<file path="src/rtl/pe_feed_pkg.sv">
// Shared types and widths for the PE chain operand feeder.
package pe_feed_pkg;

    typedef enum logic [1:0] {
        StIdle,
        StLoadW,
        StStream,
        StDrain
    } feed_state_e;

    localparam int unsigned EXP_W      = 5;
    localparam int unsigned IMG_W      = 24;
    localparam int unsigned WGT_W      = 36;
    localparam int unsigned PSUM_W     = 16;
    localparam int unsigned TILE_CNT_W = 8;

endpackage

</file>
<file path="src/rtl/pe_feeder.sv">
// Launch-side driver for the SD4 MAC PE chain: weight-stationary tiles of image beats,
// followed by drain bubbles so in-flight psums clear the chain before the weight changes.
module pe_feeder
    import pe_feed_pkg::*;
#(
    parameter int unsigned TILE_LEN     = 9,
    parameter int unsigned DRAIN_CYCLES = 4
) (
    input  logic                  clk,
    input  logic                  rst,
    input  logic                  start,
    input  logic [TILE_CNT_W-1:0] num_tiles,
    input  logic                  w_valid,
    output logic                  w_ready,
    input  logic [EXP_W-1:0]      w_exp_bias,
    input  logic [WGT_W-1:0]      w_data,
    input  logic [PSUM_W-1:0]     w_bias,
    input  logic                  i_valid,
    output logic                  i_ready,
    input  logic [IMG_W-1:0]      i_data,
    output logic [EXP_W-1:0]      exp_bias_out,
    output logic [IMG_W-1:0]      image_out,
    output logic [WGT_W-1:0]      weight_out,
    output logic [PSUM_W-1:0]     psum_out,
    output logic                  valid_out,
    output logic                  last_out,
    output logic                  busy,
    output logic                  done
);

    localparam int unsigned BeatW  = (TILE_LEN > 1) ? $clog2(TILE_LEN) : 1;
    localparam int unsigned DrainW = (DRAIN_CYCLES > 1) ? $clog2(DRAIN_CYCLES) : 1;

    feed_state_e             state_q, state_d;
    logic [TILE_CNT_W-1:0]   tiles_left_q, tiles_left_d;
    logic [BeatW-1:0]        beat_cnt_q, beat_cnt_d;
    logic [DrainW-1:0]       drain_cnt_q, drain_cnt_d;
    logic [PSUM_W-1:0]       bias_hold_q, bias_hold_d;
    logic [WGT_W-1:0]        weight_q, weight_d;
    logic [EXP_W-1:0]        exp_bias_q, exp_bias_d;
    logic [IMG_W-1:0]        image_q, image_d;
    logic [PSUM_W-1:0]       psum_q, psum_d;
    logic                    valid_q, valid_d;
    logic                    last_q, last_d;
    logic                    done_q, done_d;

    logic beat_last;
    logic drain_last;

    assign beat_last  = (beat_cnt_q == BeatW'(TILE_LEN - 1));
    assign drain_last = (drain_cnt_q == DrainW'(DRAIN_CYCLES - 1));

    always_ff @(posedge clk) begin
        if (rst) begin
            state_q <= StIdle;
        end else begin
            state_q <= state_d;
        end
    end

    always_comb begin
        state_d = state_q;
        unique case (state_q)
            StIdle:   if (start && (num_tiles != '0)) state_d = StLoadW;
            StLoadW:  if (w_valid) state_d = StStream;
            StStream: if (i_valid && beat_last) state_d = StDrain;
            StDrain:  if (drain_last) state_d = (tiles_left_q != '0) ? StLoadW : StIdle;
            default:  state_d = StIdle;
        endcase
    end

    // Beat outputs default to a bubble every cycle; weight side holds unless reloaded.
    always_comb begin
        tiles_left_d = tiles_left_q;
        beat_cnt_d   = beat_cnt_q;
        drain_cnt_d  = drain_cnt_q;
        bias_hold_d  = bias_hold_q;
        weight_d     = weight_q;
        exp_bias_d   = exp_bias_q;
        image_d      = '0;
        psum_d       = '0;
        valid_d      = 1'b0;
        last_d       = 1'b0;
        done_d       = 1'b0;
        unique case (state_q)
            StIdle: begin
                if (start) begin
                    if (num_tiles != '0) tiles_left_d = num_tiles;
                    else                 done_d       = 1'b1;
                end
            end
            StLoadW: begin
                if (w_valid) begin
                    weight_d    = w_data;
                    exp_bias_d  = w_exp_bias;
                    bias_hold_d = w_bias;
                    beat_cnt_d  = '0;
                end
            end
            StStream: begin
                if (i_valid) begin
                    image_d    = i_data;
                    psum_d     = bias_hold_q;
                    valid_d    = 1'b1;
                    last_d     = beat_last;
                    beat_cnt_d = beat_cnt_q + BeatW'(1);
                    if (beat_last) begin
                        drain_cnt_d  = '0;
                        tiles_left_d = tiles_left_q - TILE_CNT_W'(1);
                    end
                end
            end
            StDrain: begin
                drain_cnt_d = drain_cnt_q + DrainW'(1);
                if (drain_last && (tiles_left_q == '0)) done_d = 1'b1;
            end
            default: ;
        endcase
    end

    always_ff @(posedge clk) begin
        if (rst) begin
            tiles_left_q <= '0;
            beat_cnt_q   <= '0;
            drain_cnt_q  <= '0;
            bias_hold_q  <= '0;
            weight_q     <= '0;
            exp_bias_q   <= '0;
            image_q      <= '0;
            psum_q       <= '0;
            valid_q      <= 1'b0;
            last_q       <= 1'b0;
            done_q       <= 1'b0;
        end else begin
            tiles_left_q <= tiles_left_d;
            beat_cnt_q   <= beat_cnt_d;
            drain_cnt_q  <= drain_cnt_d;
            bias_hold_q  <= bias_hold_d;
            weight_q     <= weight_d;
            exp_bias_q   <= exp_bias_d;
            image_q      <= image_d;
            psum_q       <= psum_d;
            valid_q      <= valid_d;
            last_q       <= last_d;
            done_q       <= done_d;
        end
    end

    always_comb begin
        w_ready      = (state_q == StLoadW);
        i_ready      = (state_q == StStream);
        busy         = (state_q != StIdle);
        done         = done_q;
        exp_bias_out = exp_bias_q;
        image_out    = image_q;
        weight_out   = weight_q;
        psum_out     = psum_q;
        valid_out    = valid_q;
        last_out     = last_q;
    end

endmodule

</file>
<file path="config.mk">
export PLATFORM = sky130hd
export DESIGN_NAME = pe_feeder
export DESIGN_NICKNAME = d
export VERILOG_FILES = /design/src/rtl/pe_feed_pkg.sv /design/src/rtl/pe_feeder.sv
export SDC_FILE = /design/constraint.sdc
export NUM_CORES = 1
export LEC_CHECK = 0
export CAP_MARGIN = 30
export CORE_UTILIZATION = 46
export CTS_CLUSTER_SIZE = 30
export DETAILED_ROUTE_END_ITERATION = 8
export GPL_TIMING_DRIVEN = 0
export PLACE_DENSITY = 0.95
export SYNTH_ARGS = -nofsm -noshare
export SYNTH_HDL_FRONTEND = slang
export SYNTH_SLANG_ARGS = --single-unit
</file>
<file path="constraint.sdc">
create_clock -name clk -period 3.38 [get_ports clk]
set_input_delay 0.507 -clock clk [delete_from_list [all_inputs] [get_ports clk]]
set_output_delay 0.507 -clock clk [all_outputs]
set_load 0.05 [all_outputs]
</file>
==> qor.csv, run 1 <==
metric,value,unit
chip width,98.4,um
post-CTS setup buffer count,0,
fin crit share,0.792,
"top cells by area, synth","dfxtp_1, nand2_1, a21oi_1",
Hold WC Path Type,reg2reg,
root buffer cell,clkbuf_8,
die area,9680,um2
violated checks,DRC,
crit-path leading delay family,buffers and inverters,
ys async rst share,0,
CTS Hold Bufs,0,
nets@finish,787,
gr busiest metal,met2,
sequential share of power,0.342,
largest net degree at the start of global routing,17,
Core Area,8850,um2
synthesized area per cell,8.83,um2
DR iter-0 viols,222,
Final Hold Viols,0,
status,"complete, but fails checks",
CTS tree,built,
clk buf depth,2,
"EDFF count, synth",0,
Die Height,98.4,um
placement row count,34,
# H-tree levels,4,
final setup skew,0.00761,ns
DRT Pass-1 Iters,7,
Buffers on Ports,180,
Synth Cell Area,4270,um2
# fillers,575,
min cycle time layout,2.68,ns
Detailed Route WL,12.1,mm
fin util,0.762,
"Distinct cells, synth",46,
VDD IR max,0.000474,V
Worst EP required,2.87,ns
final total power,0.00477,W
Clock power frac,0.331,
"Clk Latency, worst-skew pair",0.50,ns
drt drc,20,
vias in the first global route,4248,
Switching Share,0.362,
Synth Flop Type,dfxtp_1,
vias per cell,5.17,
Pleak,2.47,nW
initial core utilization,0.483,
# clock sinks,116,
met3 GRT Util,0.0852,
initial antenna violation count,0,
flop-to-flop setup slack,1.19,ns
leading area contributor after synthesis,dfxtp_1,
post-route ant nets,0,
Psw,0.00173,W
startpoint types,flip-flop,
register area share after synthesis,0.544,
measured slew at the worst slew-check pin,0.713,ns
layout cells sized above 1,0.0603,
cell area power density,708,nW/um2
FF/Latch Area,2320,um2
Crit Path Max Fanout,6,
Clock Pin Slew Worst Setup and Hold Paths,0.06,ns
Antenna Cells,0,
Critical Path Sink Type,output pin,
Post-synth top cells,"nand2_1, dfxtp_1, a21oi_1",
Via Count,4159,
area of the multi-input gates,1810,um2
Max Freq,374,MHz
Synth Net Count,588,
CP bufs+invs,2,
Critical Path AT,2.17,ns
synth warn,0,
DR WL/cell,15.0,um
HPWL Detailed,8.67,mm
setup_tns,0,ns
Num CTS Buffers,17,
Comb pwr share,0.327,
Max Cap Violations,0,
GRT Overall Usage,0.256,
most common cell in the synthesized netlist,nand2_1,
Area growth syn-to-layout,57.8,%
global-route met1 utilization,0.256,
unrepaired setup endpoints after global routing,false,
CP Cell Sequence,inv_1 -> ha_1 -> clkdlybuf4s50_1,
count of final max-slew check failures,0,
crit-path max cell delay,0.86,ns
Placer Congestion,0.803,
Seq cells post-synth,116,
WS Path Type,reg2out,
Yosys top cell area share,0.544,
Crit-path slowest cell,clkdlybuf4s50_1,
Cell Int Power,0.00304,W
io pins,181,
final setup fails,0,
GR Layer Usage met2,0.479,
max_slew headroom,0.520,
# resized after CTS,0,
post-synthesis cell count,484,
first-pass GRT wire length,19.4,mm
gr ovfl total,0,
-- stage by stage --
step / cells / instance area [um2] / setup WS [ns] / hold slack [ns]
finish: 804 / 6740 / 0.704 / 0.451
global route: 804 / 6740 / 0.613 / 0.477
CTS: 804 / 6740 / 0.680 / 0.452
detailed placement: 772 / 6210 / 0.930 / 0.439
global placement: 772 / 6210 / 0.980 / 0.435
floorplan: 484 / 4270 / 1.24 / 0.430
-- routing by layer --
layer	vias up	wire length, um
met4	0	301
met2	173	6330
met1	1950	4610
li1	2013	-
met3	23	854
met5	-	0
-- cell type report --
class                   instances  share of cell area
clock inverters                14              0.0154
repair buffers                180               0.267
inverters                       9             0.00501
multi-input cells             332               0.268
well taps                     108              0.0200
plain buffers                  27              0.0158
clock buffers                  18              0.0635
flip-flops and latches        116               0.345
-- logic make-up (layout without fill, tap and decap cells) --
group,after synthesis,count (layout),synth area share
buffers and inverters,36,248,0.0328
flip-flops,116,116,0.544
AND/OR/NAND/NOR,226,226,0.253
adder cells (fa/ha/maj),10,10,0.0293
AO/OA/AOI/OAI,92,92,0.132
multiplexers,2,2,0.00469
XOR/XNOR,2,2,0.00410
-- path summary, 6_finish.rpt --
| check | startpoint | end | cells past startpoint |
|---|---|---|---|
| max | state_q[0] | i_ready | 3 |
| min | bias_hold_q[12] | psum_out[12] | 1 |
| max reg2reg | state_q[1] | bias_hold_q[8] | 7 |
| min reg2reg | bias_hold_q[12] | psum_out[12] | 1 |
-- power groups by stage --
stage	Combinational (W)	Clock [W]	Sequential, W
detailed placement	0.00155	0	0.00165
finish	0.00156	0.00158	0.00163
global route	0.00168	0.00166	0.00165
global placement	0.00151	0	0.00165
CTS	0.00156	0.00160	0.00163
floorplan	0.000775	0	0.00192
-- layout by cell type, fill, tap and decap left out, types with 7 or more instances in the layout --
master and n:
nor2b_1 7, clkbuf_1 22, and2_1 42, ha_1 10
nand2b_1 7, clkdlybuf4s50_1 180, dfxtp_1 116, a21oi_1 66
nand3_1 11, clkbuf_16 16, nand2_1 126, inv_1 9
nor2_1 11
-- sequential cells by signal, indices dropped and copies added (netlist names) --
signal and count:
weight_out 36, image_out 24, bias_hold_q 16, psum_out 16, tiles_left_q 8, exp_bias_out 5
beat_cnt_q 4, drain_cnt_q 2, state_q 2, done 1, last_out 1, valid_out 1
Power figures use the tool's default switching activity.
==> inputs of run 2 (changes only) <==
--- a/config.mk
+++ b/config.mk
@@ -6,11 +6,11 @@
 export NUM_CORES = 1
 export LEC_CHECK = 0
 export CAP_MARGIN = 30
-export CORE_UTILIZATION = 46
+export CORE_UTILIZATION = 38
 export CTS_CLUSTER_SIZE = 30
 export DETAILED_ROUTE_END_ITERATION = 8
 export GPL_TIMING_DRIVEN = 0
-export PLACE_DENSITY = 0.95
+export PLACE_DENSITY = 0.87
 export SYNTH_ARGS = -nofsm -noshare
 export SYNTH_HDL_FRONTEND = slang
 export SYNTH_SLANG_ARGS = --single-unit
==> constraint.sdc (replaced) <==
create_clock -name clk -period 2.24 [get_ports clk]
set_input_delay 0.336 -clock clk [delete_from_list [all_inputs] [get_ports clk]]
set_output_delay 0.336 -clock clk [all_outputs]
set_load 0.05 [all_outputs]
==> qor.csv, run 2 (synthesis results as in run 1) <==
metric,value,unit,change
HPWL Detailed,9.01,mm,+3.9%
Num CTS Buffers,17,,unchanged
Placer Congestion,0.846,,+5.4%
io pins,181,,unchanged
measured slew at the worst slew-check pin,0.682,ns,-0.0309 ns
die area,11700,um2,+21%
vias in the first global route,3990,,-6.1%
hold slack,0.360,ns,-0.0906 ns
min cycle time layout,2.19,ns,
largest net degree at the start of global routing,17,,unchanged
area of the multi-input gates,1810,um2,+0.14%
sequential share of power,0.324,,-0.018
"Clk Latency, worst-skew pair",0.52,ns,+0.02 ns
Final Hold Viols,0,,unchanged
Detailed Route WL,12.1,mm,-0.38%
Switching Share,0.341,,-0.0211
count of final max-slew check failures,0,,unchanged
DR WL/cell,14.4,um,-4.1%
Cell Int Power,0.00500,W,+64%
crit-path max cell delay,0.56,ns,-0.30 ns
setup_tns,0,ns,unchanged
root buffer cell,clkbuf_8,,
Buffers on Ports,180,,unchanged
Psw,0.00258,W,+50%
Worst EP required,1.90,ns,-0.97 ns
WP depth,3,,unchanged
placement row count,38,,+12%
gr ovfl total,0,,unchanged
Setup WS pre-CTS,-0.0615,ns,-0.991 ns
CP Cell Sequence,inv_1 -> ha_1 -> dlygate4sd2_1,,
clk buf depth,2,,unchanged
# H-tree levels,4,,unchanged
vias per cell,4.88,,-5.6%
GRT Overall Usage,0.216,,-0.0405
max FFs per register,36,,unchanged
CP bufs+invs,2,,unchanged
final total power,0.00758,W,+59%
first-pass GRT wire length,18.9,mm,-2.7%
initial antenna violation count,0,,unchanged
Critical Path AT,1.85,ns,-0.32 ns
Critical Path Sink Type,output pin,,
# clock sinks,116,,unchanged
Comb pwr share,0.309,,-0.018
Die Height,108,um,+9.8%
nets@finish,786,,-0.13%
status,finished clean,,
DR iter-0 viols,246,,+11%
Max Freq,457,MHz,
cell area power density,1100,nW/um2,+56%
post-route setup slack,0.0541,ns,-0.650 ns
Core Area,10900,um2,+23%
max_slew headroom,0.541,,+0.0208
startpoint types,flip-flop,,
Clock Pin Slew Worst Setup and Hold Paths,0.06,ns,about the same
Antenna Cells,0,,unchanged
WS Path Type,reg2out,,
FF/Latch Area,2320,um2,unchanged
fin util,0.631,,-0.131
Hold WC Path Type,in2reg,,
final setup skew,0.00670,ns,-0.000909 ns
drt drc,0,,-100%
CTS tree,built,,
reg2reg path depth,6,,-1
post-CTS setup buffer count,0,,unchanged
post-route ant nets,0,,unchanged
Max Cap Violations,0,,unchanged
unrepaired setup endpoints after global routing,false,,
Area growth syn-to-layout,60.7,%,
DRT Pass-1 Iters,4,,-3
Crit Path Max Fanout,6,,unchanged
Crit-path slowest cell,dlygate4sd2_1,,
VDD IR max,0.000618,V,+30%
WHS Path Cells,3,,+2
Pleak,2.53,nW,+2.2%
crit-path leading delay family,buffers and inverters,,
final setup fails,0,,unchanged
initial core utilization,0.392,,-0.0904
"most common cell after layout, fill and taps aside",clkdlybuf4s50_1,,
Clock power frac,0.367,,+0.036
"commonest cells after routing, fill and taps aside","clkdlybuf4s50_1, nand2_1, dfxtp_1",,
layout cells sized above 1,0.0705,,+0.0102
fin crit share,0.976,,
chip width,108,um,+9.8%
Via Count,4076,,-2.0%
# fillers,894,,+55%
run 2: tightest hold or removal path: cells and delay by family:
kind | cells | cell delay (ns)
buffers and inverters | 1 | 0.40
AO/OA/AOI/OAI | 1 | 0.05
AND/OR/NAND/NOR | 1 | 0.05
run 2: routing by layer:
layer | share of wire | up-vias | track usage
li1 | - | 2002 | -
met1 | 0.38 | 1874 | 0.220
met2 | 0.51 | 177 | 0.389
met3 | 0.091 | 23 | 0.0808
met4 | 0.023 | 0 | 0.101
met5 | 0 | - | 0
run 2: cell type report:
cell class	count	share of cell area
clock inverter	11	0.0217
tap	140	0.0255
inverter	9	0.00492
multi-input combinational	332	0.264
timing repair buffer	180	0.262
clock buffer	21	0.0683
buffer	26	0.0157
sequential	116	0.338
run 2: final timing paths:
| path | startpoint | end | slack, ns |
|---|---|---|---|
| setup / recovery | state_q[1] | w_ready | 0.05 |
| hold / removal | w_data[29] | weight_out[29] | 0.36 |
| setup reg to reg | state_q[0] | tiles_left_q[0] | 0.16 |
| hold reg to reg | bias_hold_q[1] | psum_out[1] | 0.45 |
run 2: through the flow:
stage	instances	instance area [um2]
after floorplan	484	4270
after global placement	804	6250
after detailed placement	804	6250
after CTS	836	6870
after global routing	835	6870
final	835	6870
run 2: power groups by stage:
stage	clock [W]	sequential (W)	combinational [W]
after floorplan	0	0.00290	0.00117
after detailed placement	0	0.00250	0.00235
after CTS	0.00282	0.00246	0.00235
final	0.00278	0.00246	0.00234
after global routing	0.00292	0.00249	0.00255
after global placement	0	0.00248	0.00228
run 2: what timing repair did:
action                                  CTS  global route
gates resized for setup                   6             8
hold buffers                              0             0
endpoints found under the setup margin    3            34
==> inputs of run 3 (changes only) <==
--- a/config.mk
+++ b/config.mk
@@ -7,6 +7,7 @@
 export LEC_CHECK = 0
 export CAP_MARGIN = 30
 export CORE_UTILIZATION = 38
+export CTS_CLUSTER_DIAMETER = 150
 export CTS_CLUSTER_SIZE = 30
 export DETAILED_ROUTE_END_ITERATION = 8
 export GPL_TIMING_DRIVEN = 0
==> results of run 3 <==
No change in the layout: final DEF, timing and power equal those of run 2.
